[config.mk]
export PLATFORM = sky130hd
export DESIGN_NAME = mrd_fsm_source
export DESIGN_NICKNAME = d
export VERILOG_FILES = /design/src/rtl/mrd_pkg.sv /design/src/rtl/mrd_bank_mux.sv /design/src/rtl/mrd_fsm_source.sv
export SDC_FILE = /design/constraint.sdc
export NUM_CORES = 1
export LEC_CHECK = 0
export ABC_AREA = 1
export BUFFER_PORTS_ARGS = -buffer_cell sky130_fd_sc_hd__buf_4
export CAP_MARGIN = 5
export CELL_PAD_IN_SITES_DETAIL_PLACEMENT = 1
export CELL_PAD_IN_SITES_GLOBAL_PLACEMENT = 1
export CORE_MARGIN = 3
export CORE_UTILIZATION = 31
export DETAILED_ROUTE_END_ITERATION = 8
export GPL_ROUTABILITY_DRIVEN = 0
export PLACE_DENSITY_LB_ADDON = 0.1
export SKIP_CTS_REPAIR_TIMING = 1
export SYNTH_ARGS = -nofsm -noshare
export SYNTH_HDL_FRONTEND = slang
export SYNTH_SLANG_ARGS = --single-unit
[constraint.sdc]
create_clock -name clk -period 3.1 [get_ports clk]
set_input_delay 0.62 -clock clk [delete_from_list [all_inputs] [get_ports clk]]
set_output_delay 0.62 -clock clk [all_outputs]
set_load 0.01 [all_outputs]
[src/rtl/mrd_pkg.sv]
// Shared constants and state encoding for the multi-bank frame reader.
package mrd_pkg;

    localparam int NBANK  = 7;
    localparam int RD_LAT = 2;
    localparam int wBANK  = 3;

    typedef enum logic [1:0] {
        IDLE  = 2'd0,
        RD    = 2'd1,
        DRAIN = 2'd2
    } state_t;

    // Bank 0 drives the MSB of the enable vector.
    function automatic logic [NBANK-1:0] bank_onehot(input logic [wBANK-1:0] bank);
        logic [NBANK-1:0] top;
        top = {1'b1, {(NBANK-1){1'b0}}};
        return top >> bank;
    endfunction

endpackage

[src/rtl/mrd_bank_mux.sv]
// Registered 7:1 select of RAM read data; holds its value when no point is valid.
module mrd_bank_mux
    import mrd_pkg::*;
#(
    parameter int wDATA = 36
) (
    input  logic             clk,
    input  logic             rst,
    input  logic [wBANK-1:0] index,
    input  logic [wDATA-1:0] rddata [0:NBANK-1],
    input  logic             valid,
    output logic [wDATA-1:0] data
);

    always_ff @(posedge clk) begin
        if (rst) begin
            data <= '0;
        end else if (valid && (index < wBANK'(NBANK))) begin
            data <= rddata[index];
        end
    end

endmodule

[src/rtl/mrd_fsm_source.sv]
// Reads one frame round-robin out of seven RAM banks and streams it with sop/eop framing.
//   state | meaning
//   IDLE  | waiting for an acceptable start
//   RD    | issuing one bank read per cycle
//   DRAIN | reads issued, waiting for the last point to leave the output register
module mrd_fsm_source
    import mrd_pkg::*;
#(
    parameter int wADDR = 8,
    parameter int wDATA = 36
) (
    input  logic             clk,
    input  logic             rst,
    input  logic             start,
    input  logic [11:0]      frame_len,
    output logic [wADDR-1:0] rdaddr [0:NBANK-1],
    output logic [NBANK-1:0] rden,
    input  logic [wDATA-1:0] rddata [0:NBANK-1],
    output logic             out_valid,
    output logic             out_sop,
    output logic             out_eop,
    output logic [wDATA-1:0] out_data,
    output logic             busy,
    output logic             done,
    output logic             err
);

    localparam int unsigned MAX_LEN = NBANK << wADDR;

    state_t           state, state_nxt;
    logic [11:0]      len_q, pt_cnt;
    logic [wBANK-1:0] bank;
    logic [wADDR-1:0] addr;
    logic             len_ok, accept, last_issue;

    logic [RD_LAT-1:0] dl_valid, dl_sop, dl_eop;
    logic [wBANK-1:0]  dl_bank [RD_LAT];

    assign len_ok     = (frame_len != 12'd0) && (32'(frame_len) <= MAX_LEN);
    assign accept     = (state == IDLE) && start && len_ok;
    assign last_issue = (state == RD) && (pt_cnt == len_q - 12'd1);
    assign busy       = (state != IDLE);

    always_ff @(posedge clk) begin
        if (rst) state <= IDLE;
        else     state <= state_nxt;
    end

    always_comb begin
        state_nxt = state;
        case (state)
            IDLE:    if (accept) state_nxt = RD;
            RD:      if (last_issue) state_nxt = DRAIN;
            DRAIN:   if (out_valid && out_eop) state_nxt = IDLE;
            default: state_nxt = IDLE;
        endcase
    end

    // Counters return to zero after the last issue so rdaddr idles at 0.
    always_ff @(posedge clk) begin
        if (rst) begin
            len_q  <= '0;
            pt_cnt <= '0;
            bank   <= '0;
            addr   <= '0;
        end else if (accept) begin
            len_q  <= frame_len;
            pt_cnt <= '0;
            bank   <= '0;
            addr   <= '0;
        end else if (state == RD) begin
            if (last_issue) begin
                pt_cnt <= '0;
                bank   <= '0;
                addr   <= '0;
            end else begin
                pt_cnt <= pt_cnt + 12'd1;
                if (bank == wBANK'(NBANK - 1)) begin
                    bank <= '0;
                    addr <= addr + 1'b1;
                end else begin
                    bank <= bank + 1'b1;
                end
            end
        end
    end

    always_comb begin
        rden = '0;
        if (state == RD) rden = bank_onehot(bank);
        for (int i = 0; i < NBANK; i++) rdaddr[i] = addr;
    end

    // Delay line matching the RAM read latency.
    always_ff @(posedge clk) begin
        if (rst) begin
            dl_valid <= '0;
            dl_sop   <= '0;
            dl_eop   <= '0;
            for (int i = 0; i < RD_LAT; i++) dl_bank[i] <= '0;
        end else begin
            dl_valid   <= {dl_valid[RD_LAT-2:0], (state == RD)};
            dl_sop     <= {dl_sop[RD_LAT-2:0], (state == RD) && (pt_cnt == 12'd0)};
            dl_eop     <= {dl_eop[RD_LAT-2:0], last_issue};
            dl_bank[0] <= bank;
            for (int i = 1; i < RD_LAT; i++) dl_bank[i] <= dl_bank[i-1];
        end
    end

    always_ff @(posedge clk) begin
        if (rst) begin
            out_valid <= 1'b0;
            out_sop   <= 1'b0;
            out_eop   <= 1'b0;
            done      <= 1'b0;
            err       <= 1'b0;
        end else begin
            out_valid <= dl_valid[RD_LAT-1];
            out_sop   <= dl_sop[RD_LAT-1];
            out_eop   <= dl_eop[RD_LAT-1];
            done      <= out_valid && out_eop;
            err       <= (state == IDLE) && start && !len_ok;
        end
    end

    mrd_bank_mux #(.wDATA(wDATA)) u_bank_mux (
        .clk    (clk),
        .rst    (rst),
        .index  (dl_bank[RD_LAT-1]),
        .rddata (rddata),
        .valid  (dl_valid[RD_LAT-1]),
        .data   (out_data)
    );

endmodule
Word-level counts from Yosys, hierarchy flattened
Memory sizes are Yosys's and may differ from the RTL's.
Cells that the tools add are included.
{ "op_classes": {"n_reduce_logical": 17, "mux": 18, "n_eq_ne": 7, "magnitude_cmp": 3, "add_sub_neg": 4, "div": 0, "mul": 0, "bitwise_logic": 3, "shifts": 1} }
{ "ops": {"columns": ["cell", "n"], "rows": [
  ["$bmux 36 s3", 1],
  ["$mux 36", 2],
  ["$mux 8", 2],
  ["$add 12x1->12 const B", 1],
  ["$eq 12x12->1", 1],
  ["$le 12x11->1 const B", 1],
  ["$logic_not 12->1", 1],
  ["$mux 12", 1],
  ["$mux 3", 4],
  ["$reduce_bool 12->1", 1],
  ["$sub 12x1->12 const B", 1],
  ["$add 8x1->8 const B", 1],
  ["$logic_and 1x1->1", 8],
  ["$mux 7", 1],
  ["$shr 7x3->7 const A", 1],
  ["$mux 2", 3],
  ["$ne 2x2->1 const B", 3],
  ["$pmux 2 s3", 1],
  ["$ge 4x4->1 const B", 1],
  ["$not 3->4", 1],
  ["$reduce_bool 2->1", 2],
  ["$add 3x1->3 const B", 1],
  ["$eq 3x3->1 const B", 1],
  ["$lt 3x3->1 const B", 1],
  ["other kinds (9)", 12]
]} }
{ "totals": {"wordCells": 68, "inputBits": 267, "ramBits": 6, "latch_bits": 0, "register_bits": 84, "memories": 1, "mem_bits_ro": 0} }
{ "mem_list": {"columns": ["memory", "words", "word_bits", "read_ports", "rd_clocked_by_memory_dff", "wr", "line", "text"], "rows": [
  ["dl_bank", 2, 3, 2, 0, 2, "mrd_fsm_source.sv:37", "logic [wBANK-1:0] dl_bank [RD_LAT];"]
]} }

Logic depth before layout (Yosys ltp)
{ "logic_depth": {"word_depth": 5, "ltp_mapped": 15, "ltp_nobuf": 15} }

Modules after synthesis
A second synthesis with hierarchy kept.
{ "hier_totals": {"cells_unflattened": 1325, "area_unflattened_um2": 7607.3} }
{ "by_module_without_submodules": {"columns": ["mod", "seq_area_each_um2", "area_each_um2", "instances", "cells_each"], "rows": [
  ["mrd_bank_mux", 720.7, 4380.5, 1, 875],
  ["mrd_fsm_source", 1081.0, 3226.8, 1, 450]
]} }

Least setup slack after synthesis
No wires, ideal clock.
{ "synth_path": {"path_kind": "in2reg", "from": "input port frame_len[6]", "to": "register addr[4]", "arrival_time_ns": 1.700, "setup_ns": 0.117, "path_buffers": 1, "required_ns": 2.983, "stages": 9, "slack_ns": 1.283, "cell_sequence": "nor2_1 nand2_1 o2111ai_1 nand3_2 nand2_1 inv_2 nand2_4 buf_12 nor2_2"} }
{ "synth_between": {"elab_chain_cells": 4, "elab_cells_between_ends": 5, "classes_between": "order compare (1); reduce/logical (4)"} }
{ "synth_lines": {"columns": ["item", "line", "text"], "rows": [
  ["from (decl)", "mrd_fsm_source.sv:15", "input logic [11:0] frame_len,"],
  ["$le 12x11->1 or $reduce_bool 12->1 (tied branches)", "mrd_fsm_source.sv:39", "assign len_ok = (frame_len != 12'd0) && (32'(frame_len) <= MAX_LEN);"],
  ["$logic_and 1x1->1 (*)", "mrd_fsm_source.sv:39", null],
  ["$logic_and 1x1->1 (*)", "mrd_fsm_source.sv:40", "assign accept = (state == IDLE) && start && len_ok;"],
  ["$reduce_or 2->1 (no line) (*)", null, null],
  ["to (signal assigned)", "mrd_fsm_source.sv:80", "addr <= addr + 1'b1;"],
  ["to (decl)", "mrd_fsm_source.sv:33", "logic [wADDR-1:0] addr;"]
]} }
Mark *: on every way between the ends. The rest lies on a longest branch, timed or not.
A chain may end at the register's enable or synchronous reset.

Final worst setup path
{ "layout_path": {"from": "register state[0]", "to": "output port rden[1]"} }
{ "layout_between": {"elab_chain_cells": 2} }
{ "layout_lines": {"columns": ["item", "line", "text"], "rows": [
  ["from (decl)", "mrd_fsm_source.sv:30", "state_t state, state_nxt;"],
  ["from (signal assigned)", "mrd_fsm_source.sv:46", "else state <= state_nxt;"],
  ["$eq 2x1->1", "mrd_fsm_source.sv:90", "if (state == RD) rden = bank_onehot(bank);"],
  ["$mux 7", "mrd_fsm_source.sv:90", null],
  ["to (decl)", "mrd_fsm_source.sv:17", "output logic [NBANK-1:0] rden,"]
]} }
No other way between the ends.

==> metrics.md <==
| Metric | Value |
|---|---|
| Data arrival, critical path | `1.85 ns` |
| Number of synthesized register bits | `90` |
| Total of endpoints with negative setup slack in the final report | `0` |
| Gate count of the mapped netlist | `986` |
| 1st-iter DRT viols | `298` |
| Ports placed on the boundary | `372` |
| Critical path's most frequent cell | `inv_1` |
| Yosys cell types | `37` |
| Number of max-cap violations | `0` |
| Number of global-route vias before repair | `7785` |
| Hold wc startpoint | `dl_bank[0][2]` |
| Run status | `completed` |
| Final number of hold-violating endpoints | `0` |
| Highest clock rate | `404 MHz` |
| Hold/Removal Path Class | `reg -> reg` |
| Layout overhead on the synthesized area | `45.3%` |
| Minimum period implied by the final worst setup slack | `2.47 ns` |
| Final global-route overflow total | `0` |
| Routed WL | `30.2 mm` |
| Biggest area consumer among synthesized cells | `dfxtp_1` |
| Number of nets in the layout | `1538` |
| Crit path capture type | `output port` |
| Count of clock tree sinks | `90` |
| Setup repair after global routing missed its margin | `no` |
| H-tree depth | `3` |
| Largest cells by area after synthesis | `dfxtp_1 (28%), o21ai_0 (11%), nor2_1 (9.4%), nand2_1 (9.3%), buf_4 (6.6%)` |
| Endpoint of the lowest-slack register-to-register path | `u_bank_mux.data[3]` |
| Detailed-route vias per instance | `5.11` |
| Pwr/cell area | `338 nW/um^2` |
| Final routed DRC violation total | `0` |
| Period utilization | `79.8%` |
| CTS tree | `yes` |
| Clock root cell | `clkbuf_16` |
| Total negative slack | `0 ns` |
| Summed instance area of the synthesized netlist | `6360 sq um` |
| Commonest cells in the synthesized netlist | `nor2_1 (159), nand2_1 (157), o21ai_0 (136), dfxtp_1 (90), a21oi_1 (61)` |
| Yosys warning total | `0` |
| Total power of the final layout | `3120 uW` |
| Syn Nets | `1258` |
| Synth top area share | `28.3%` |
| Detailed-placement wirelength estimate | `23.0 mm` |
| Critical path startpoint category | `flop` |
| Flop2flop setup slack | `0.78 ns` |
| Number of buffers on the longest clock path | `2` |
| Count of TritonRoute iterations in the first routing pass | `4` |
| Clk_lat worst skew | `0.35 ns` |
| Share of post-route cells with drive strength above 1 | `34.5%` |
| CP Cell Sequence | `inv_1 > nor2_4 > inv_1 > nor3_1 > buf_4` |
| Overall die area | `22300 sq um` |
| End of the worst hold path | `dl_bank[0][5]` |
| Y dimension of the die | `149 um` |
| CTS Buf Count | `9` |
| Beginning of the critical path | `state[0]` |
| EDFF count, synth | `0` |
| Initial antenna violation count | `2` |
| Width of the die | `149 um` |
| Largest incremental delay on the critical path | `0.34 ns` |
| Required time at the worst-slack endpoint | `2.48 ns` |
| Startpoint of the worst-slack reg-to-reg timing path | `dl_bank[0][3]` |
| Leakage power summed over all cells | `0.00408 uW` |
| Start-to-end type of the worst setup path | `reg -> out` |
| Sequential cell area fraction in the yosys report | `28.3%` |
| Post-route ant nets | `0` |
| Largest fanout on the critical path | `15` |
| Most numerous cell in the Yosys netlist | `nor2_1` |
| Most instantiated flip-flop cell in the synthesis netlist | `dfxtp_1` |
| First-pass GRT wire length | `44.8 mm` |
| Number of buffers inserted by port buffering | `371` |
| Largest net degree at the start of global routing | `88` |
| Instance count along the most critical hold path | `2` |
| Routed wire length per instance | `19.6 um` |
| Fraction of registers with async set/reset | `0%` |
| Vias | `7865` |
| Critical-path cell with the highest stage delay | `inv_1` |
| Post-Syn Area per Cell | `6.45 sq um` |
| Count of final max-slew check failures | `0` |
| Clock transition at the registers of the reported paths | `0.07 ns` |
| Depth of the most critical reg-to-reg path | `6` |
| Highest ir drop seen on vdd | `0.257 mV` |
| Pin slew with the least headroom to its limit | `0.972 ns` |
| Relative max-transition margin | `35.1%` |
| Worst clock skew on the final layout | `0.00622 ns` |
| Initial standard-cell utilization of the core | `32.1%` |
| Rows | `51` |
| Total routing resource utilization after global routing | `25.5%` |
| Area of the placeable core | `19800 sq um` |
[worst max-delay path: cells and delay by family (launching register included)]
kind | cells | cell delay [ns]
AND/OR/NAND/NOR | 2 | 0.58
buffers and inverters | 3 | 0.61
flip-flops | 1 | 0.31
[how the worst max path moves through the flow]
stage / end / slack [ns] / cells past startpoint
floorplan: addr[4] / 1.28 / 9
global placement: u_bank_mux.data[3] / 0.88 / 6
detailed placement: u_bank_mux.data[35] / 0.82 / 6
CTS: rden[1] / 0.57 / 5
global route: rden[1] / 0.44 / 5
finish: rden[1] / 0.63 / 5
[where the power goes]
group | total (uW) | internal (uW) | switching [uW]
sequential | 1220 | 1180 | 31.2
clock | 1200 | 669 | 533
combinational | 706 | 359 | 347
[cell type report]
type                       count  area, sq um
clock inverter                 6         78.8
multi-input combinational    720         3670
antenna                        2         5.00
sequential                    90         1810
clock buffer                  10          239
fill                        2621        10500
timing repair buffer         380         2870
inverter                      65          245
tap                          265          332
[cells in the final DEF (no fill, tap or decap), types with 5 or more instances in the layout]
cell type  netlist  final
a21oi_1         61     61
nand3_1         51     51
o21ai_0        136    136
ha_1             5      5
nor3_1          14     14
nor2_2          20     19
clkbuf_16        0      9
xor2_1          12     12
dfxtp_1         90     89
inv_2            9      9
o211ai_1        37     37
buf_4           56    379
nand2_1        157    157
nor2_1         159    159
inv_1           55     55
nand4_1          7      7
o221ai_1        36     36
[logic make-up (layout without fill, tap and decap cells)]
logic type,Yosys count,after routing,synth area share (%)
AO/OA/AOI/OAI,276,276,25.6
XOR/XNOR,16,16,2.20
other,0,2,0
flip-flops,90,90,28.3
adder cells (fa/ha/maj),5,5,0.984
AND/OR/NAND/NOR,423,423,28.7
buffers and inverters,176,461,14.2
[routing by layer]
layer | wire (um) | part of all wire (%) | track usage (%)
met1 | 12000 | 40 | 29.6
met3 | 1750 | 5.8 | 5.65
met5 | 0 | 0 | 0
met4 | 702 | 2.3 | 6.82
met2 | 15800 | 52 | 47.2
[sequential cells by signal, indices dropped and copies added (netlist names)]
register	cells
addr	8
out_eop	1
out_sop	1
len_q	12
bank	3
pt_cnt	12
dl_valid	2
dl_bank	6
dl_eop	2
done	1
state	2
dl_sop	2
out_valid	1
err	1
u_bank_mux.data	36
[metrics by stage]
step / utilization [%] / hold slack (ns) / cell area [sq um] / std cells / setup WS (ns)
2_1_floorplan: - / 0.388 / 6360 / 986 / 1.28
6_report: 46.7 / 0.408 / 9240 / 1538 / 0.627
4_1_cts: 46.7 / 0.408 / 9230 / 1536 / 0.568
3_3_place_gp: 45.1 / 0.384 / 8910 / 1520 / 0.877
3_5_place_dp: 45.1 / 0.399 / 8910 / 1520 / 0.822
5_1_grt: 46.7 / 0.425 / 9240 / 1538 / 0.438
No activity file was read; power rests on OpenSTA's default activity.
